File: src/rtl/fp_norm_lshift_seq.sv
// Iterative left-normalizer: shifts a mantissa left by binary stages (2^(S-1)..1)
// until its MSB is set, reporting the shift count and the decremented, floor-saturated exponent.
module fp_norm_lshift_seq #(
  parameter int unsigned a_width  = 23,
  parameter int unsigned sh_width = 8,
  parameter int unsigned e_width  = 8
) (
  input  logic                clk,
  input  logic                rst,
  input  logic                in_valid,
  output logic                in_ready,
  input  logic [a_width-1:0]  a,
  input  logic [e_width-1:0]  e_in,
  output logic                out_valid,
  input  logic                out_ready,
  output logic [a_width-1:0]  b,
  output logic [sh_width-1:0] cnt,
  output logic [e_width-1:0]  e_out,
  output logic                zero,
  output logic                uf
);

  localparam int unsigned S   = $clog2(a_width);
  localparam int unsigned K_W = (S > 1) ? $clog2(S) : 1;
  localparam int unsigned X_W = ((e_width > sh_width) ? e_width : sh_width) + 1;
  localparam logic [a_width-1:0] ONES = '1;

  typedef enum logic [1:0] {IDLE, SHIFT, DONE} state_t;

  state_t              state_q, state_d;
  logic [a_width-1:0]  work_q, work_d;
  logic [e_width-1:0]  exp_q, exp_d;
  logic [sh_width-1:0] acc_q, acc_d;
  logic [K_W-1:0]      k_q, k_d;
  logic [a_width-1:0]  b_d;
  logic [sh_width-1:0] cnt_d;
  logic [e_width-1:0]  e_out_d;
  logic                zero_d, uf_d;

  logic [a_width-1:0]  stage, hi_mask, work_sh;
  logic [sh_width-1:0] acc_sh;
  logic [X_W-1:0]      acc_x, exp_x;

  // Current stage: shift by 2^k only if the top 2^k bits are all zero.
  always_comb begin
    stage   = a_width'(1) << k_q;
    hi_mask = ~(ONES >> stage);
    work_sh = work_q;
    acc_sh  = acc_q;
    if ((work_q & hi_mask) == '0) begin
      work_sh = work_q << stage;
      acc_sh  = acc_q + sh_width'(stage);
    end
    acc_x = X_W'(acc_sh);
    exp_x = X_W'(exp_q);
  end

  // Next-state and next-register values.
  always_comb begin
    state_d = state_q;
    work_d  = work_q;
    exp_d   = exp_q;
    acc_d   = acc_q;
    k_d     = k_q;
    b_d     = b;
    cnt_d   = cnt;
    e_out_d = e_out;
    zero_d  = zero;
    uf_d    = uf;
    case (state_q)
      IDLE: begin
        if (in_valid) begin
          work_d = a;
          exp_d  = e_in;
          acc_d  = '0;
          k_d    = K_W'(S - 1);
          if (a == '0) begin
            state_d = DONE;
            zero_d  = 1'b1;
            b_d     = '0;
            cnt_d   = sh_width'(a_width);
            e_out_d = '0;
            uf_d    = 1'b0;
          end else begin
            state_d = SHIFT;
          end
        end
      end
      SHIFT: begin
        work_d = work_sh;
        acc_d  = acc_sh;
        if (k_q == '0) begin
          state_d = DONE;
          b_d     = work_sh;
          cnt_d   = acc_sh;
          zero_d  = 1'b0;
          // Compare in widened arithmetic so the exponent never wraps.
          if (acc_x > exp_x) begin
            uf_d    = 1'b1;
            e_out_d = '0;
          end else begin
            uf_d    = 1'b0;
            e_out_d = e_width'(exp_x - acc_x);
          end
        end else begin
          k_d = k_q - K_W'(1);
        end
      end
      DONE: begin
        if (out_ready) state_d = IDLE;
      end
      default: state_d = IDLE;
    endcase
  end

  always_ff @(posedge clk or posedge rst) begin
    if (rst) begin
      state_q   <= IDLE;
      work_q    <= '0;
      exp_q     <= '0;
      acc_q     <= '0;
      k_q       <= '0;
      in_ready  <= 1'b1;
      out_valid <= 1'b0;
      b         <= '0;
      cnt       <= '0;
      e_out     <= '0;
      zero      <= 1'b0;
      uf        <= 1'b0;
    end else begin
      state_q   <= state_d;
      work_q    <= work_d;
      exp_q     <= exp_d;
      acc_q     <= acc_d;
      k_q       <= k_d;
      in_ready  <= (state_d == IDLE);
      out_valid <= (state_d == DONE);
      b         <= b_d;
      cnt       <= cnt_d;
      e_out     <= e_out_d;
      zero      <= zero_d;
      uf        <= uf_d;
    end
  end

endmodule

File: config.mk
export PLATFORM = sky130hd
export DESIGN_NAME = fp_norm_lshift_seq
export DESIGN_NICKNAME = d
export VERILOG_FILES = /design/src/rtl/fp_norm_lshift_seq.sv
export SDC_FILE = /design/constraint.sdc
export NUM_CORES = 1
export LEC_CHECK = 0
export CORE_AREA = 10 10 132 134
export DETAILED_ROUTE_END_ITERATION = 7
export DIE_AREA = 0 0 142 144
export GPL_ROUTABILITY_DRIVEN = 1
export PLACE_DENSITY_LB_ADDON = 0.1
export SLEW_MARGIN = 20
export SYNTH_ARGS = -nofsm -noshare
export SYNTH_HDL_FRONTEND = slang
export SYNTH_SLANG_ARGS = --single-unit
File: constraint.sdc
create_clock -name clk -period 5.7 [get_ports clk]
set_input_delay 0.855 -clock clk [delete_from_list [all_inputs] [get_ports clk]]
set_output_delay 0.855 -clock clk [all_outputs]
set_load 0.02 [all_outputs]
==> results.md <==
- Status: completed
- Ranking of synthesized cells by area: dfrtp_1, o21ai_0, nand2_1
- Final instance area: 0.007074 sq mm
- ANT nets after route: 0
- Top Ports: 78
- CTS Hold Bufs: 0
- Grt total ovfl: 0
- YS warnings: 0
- GP Congestion: 1.023
- Worst stage delay on the critical path: 0.46 ns
- Startpoint types: flop
- First-pass DRT Iterations: 5
- Initial antenna violation count: 0
- Fin crit period: 4.696 ns
- Post-CTS sizing: 0
- Starting Density: 0.3907
- Reg-to-reg setup timing slack: 1.00 ns
- Slew Viols, Final: 0
- Clk_lat worst skew: 0.34 ns
- Num rows: 45
- Yosys top cell by area: dfrtp_1
- Skew final: 0.008498 ns
- Die Span X: 142 microns
- Net switching power: 0.002518 W
- Synthesized area per cell: 8.732 sq um
- Starting DRC count in detailed routing: 586
- CTS tree: done
- Setup_tns: 0 ns
- Vias/cell: 6.085
- DP HPWL: 15910 microns
- CTS Buf Count: 9
- Slew margin rel.: 0.3367
- Reg clk slew, reported paths: 0.07 ns
- Port bufs: 77
- H-tree depth: 3
- Vias in the first global route: 5484
- Final net count: 786
- Routed length per instance: 22.72 microns
- MaxCap Viol Count: 0
- Count of different cell masters after synthesis: 69
- Seq pwr share: 0.243
- Sw Ratio: 0.5051
- Max FO, Critical Path: 11
- FF+latch count, synth: 87
- Leak: 3.026 nW
- Layout cell share with drive strength beyond 1: 0.1007
- Crit path max-delay cell type: ha_1
- Final period util: 0.8239
- Kind of end point of the critical path: flop
- Hold WC Path Type: flop to flop
- Power Dens Cells: 704.7 mW/mm^2
- Worst EP arrival: 4.96 ns
- Vias: 5616
- Synth top cells by count: nand2_1, dfrtp_1, o21ai_0, nor2_1, a21oi_1
- Critical path cell sequence: inv_1 -> ha_1 -> nand2_1 -> inv_1 -> nand3_1 -> nand3_4 -> mux2i_1 -> inv_1 -> ha_1 -> fa_1 -> inv_1 -> o21ai_0 -> or3_1 -> nor3_1 -> a2111o_1 -> maj3_2 -> a21o_1 -> nand2_4 -> o21ai_1
- Ys flop type: dfrtp_1
- Area growth syn-to-layout: 21.83%
- ANT cells: 0
- WL final: 20970 microns
- Post-synth EDFFs: 0
- Top-area cell type share of the netlist area: 0.3706
- DRC viols: 0
- Combinational share of power: 0.644
- Clock share of power: 0.113
- Core ar.: 0.01486 sq mm
- Fin. Hold Viols: 0
- Cell count after synthesis: 665
- Crit path top cell by count: inv_1
- Max VDD drop: 0.0003192 V
- Worst slew pin tran: 0.9925 ns
- RSZ-0062 raised after global routing: false
- Largest net degree at the start of global routing: 50
- Setup Fix Bufs, Post-CTS: 0
- Fmax: 0.2129 GHz
- Cell with the most instances after synthesis: nand2_1
- Async SR Flop Fraction: 1.000
- CTS max path bufs: 2
- Post-DP Area: 0.006798 sq mm
- Full die area: 0.02045 sq mm
- Register area share after synthesis: 0.3751
- Post-synth net total: 721
- # setup viols final: 0
- Int Pwr: 0.002467 W
- Die Y: 144 microns
- Synth Cell Area: 0.005807 sq mm
- Overall routing resource usage: 0.2038
- Critical Path RT: 5.96 ns
- Clock sinks: 87
- Root Driver: clkbuf_16
- Critical path class: flop to flop
- First-pass GRT wire length: 32620 microns
-- metrics by stage --
stage / util / hold slack [ns] / worst slack (ns) / cells / power, W
finish: 0.4759 / 0.4862 / 1.004 / 923 / 0.004985
global route: 0.4759 / 0.5116 / 0.6520 / 923 / 0.005348
CTS: 0.4759 / 0.4889 / 1.067 / 923 / 0.004960
detailed placement: 0.4573 / 0.4725 / 1.071 / 907 / 0.004375
global placement: 0.4573 / 0.4625 / 1.294 / 907 / 0.004383
floorplan: - / 0.4775 / 1.439 / 665 / 0.003271
-- metal layers --
layer  track usage  wire length, microns  up-vias
li1              -                     -     2566
met1        0.2779                  9469     2759
met2        0.3094                  9370      256
met3       0.05477                  1676       35
met4       0.05702                   451        0
met5             0                     0        -
-- critical path, delay by kind of cell, from the launching register on --
family | cells | cell delay [ns]
compound gates | 4 | 0.63
mux | 1 | 0.29
fa+ha+maj | 4 | 1.30
flops | 1 | 0.43
simple gates | 6 | 1.35
buf+inv | 4 | 0.60
-- logic make-up after synthesis --
group           after synthesis  share of synthesized area
buf+inv                      68                    0.04590
fa+ha+maj                    24                    0.05322
mux                          42                    0.08899
xor+xnor                     15                    0.02263
compound gates              223                     0.2500
flops                        87                     0.3751
simple gates                206                     0.1642
-- placed cells by master (no fill, tap or decap), types with 3 or more instances in the layout --
| cell type | netlist | routed |
|---|---|---|
| nor2b_1 | 3 | 3 |
| nor3_1 | 20 | 20 |
| o31ai_1 | 7 | 7 |
| a31oi_1 | 10 | 10 |
| inv_1 | 21 | 20 |
| o21ai_1 | 11 | 11 |
| nor2_1 | 44 | 43 |
| a22oi_1 | 7 | 7 |
| o21ai_0 | 68 | 68 |
| clkbuf_16 | 0 | 9 |
| a21o_1 | 9 | 9 |
| a22o_1 | 6 | 6 |
| a221o_1 | 9 | 9 |
| xor2_1 | 7 | 7 |
| mux2_2 | 17 | 17 |
| and3_1 | 7 | 7 |
| a311oi_1 | 4 | 4 |
| o22ai_1 | 5 | 5 |
| clkdlybuf4s50_1 | 0 | 77 |
| ha_1 | 19 | 19 |
| o211ai_1 | 8 | 8 |
| a31o_2 | 4 | 4 |
| and2_1 | 5 | 5 |
| o221ai_1 | 3 | 3 |
| nand3_1 | 10 | 10 |
| mux4_2 | 6 | 6 |
| a211oi_1 | 5 | 5 |
| dfrtp_1 | 86 | 86 |
| mux2i_1 | 19 | 19 |
| o22a_1 | 4 | 4 |
| buf_4 | 0 | 21 |
| a32o_1 | 3 | 3 |
| xnor2_1 | 8 | 8 |
| o21bai_1 | 3 | 3 |
| nand2b_1 | 7 | 7 |
| nand2_1 | 88 | 88 |
| nor4_1 | 8 | 8 |
| a21oi_1 | 41 | 41 |
-- sequential cells by signal (all words and copies together) (netlist names) --
register	flops
work_q	23
acc_q	8
k_q	3
state_q	2
cnt	8
uf	1
e_out	8
zero	1
in_ready	1
exp_q	8
out_valid	1
b	23
-- final cells by class --
class                   instances  area (sq um)
clock buffers                  12         246.5
inverters                      24         91.34
well taps                     188         235.2
fillers                      1444          7790
flip-flops and latches         87          2178
clock inverters                 4         30.03
multi-input cells             510          3364
repair buffers                 98         928.4
-- power by group through the flow --
stage	sequential, W	clock (W)	combinational, W
finish	0.00121	0.000563	0.00321
detailed placement	0.00121	0	0.00317
global placement	0.00121	0	0.00318
CTS	0.00120	0.000576	0.00318
floorplan	0.00124	0	0.00203
global route	0.00125	0.000604	0.00350
-- final timing paths --
check | from | endpoint | cells past startpoint
max | k_q[0] | e_out[1] | 19
min | b[7] | b[7] | 2
max reg2reg | k_q[0] | e_out[1] | 19
min reg2reg | b[7] | b[7] | 2
max in group asynchronous | rst | k_q[2] | 3
min in group asynchronous | rst | b[11] | 2
Note: power is estimated with default switching activity, not from simulation.
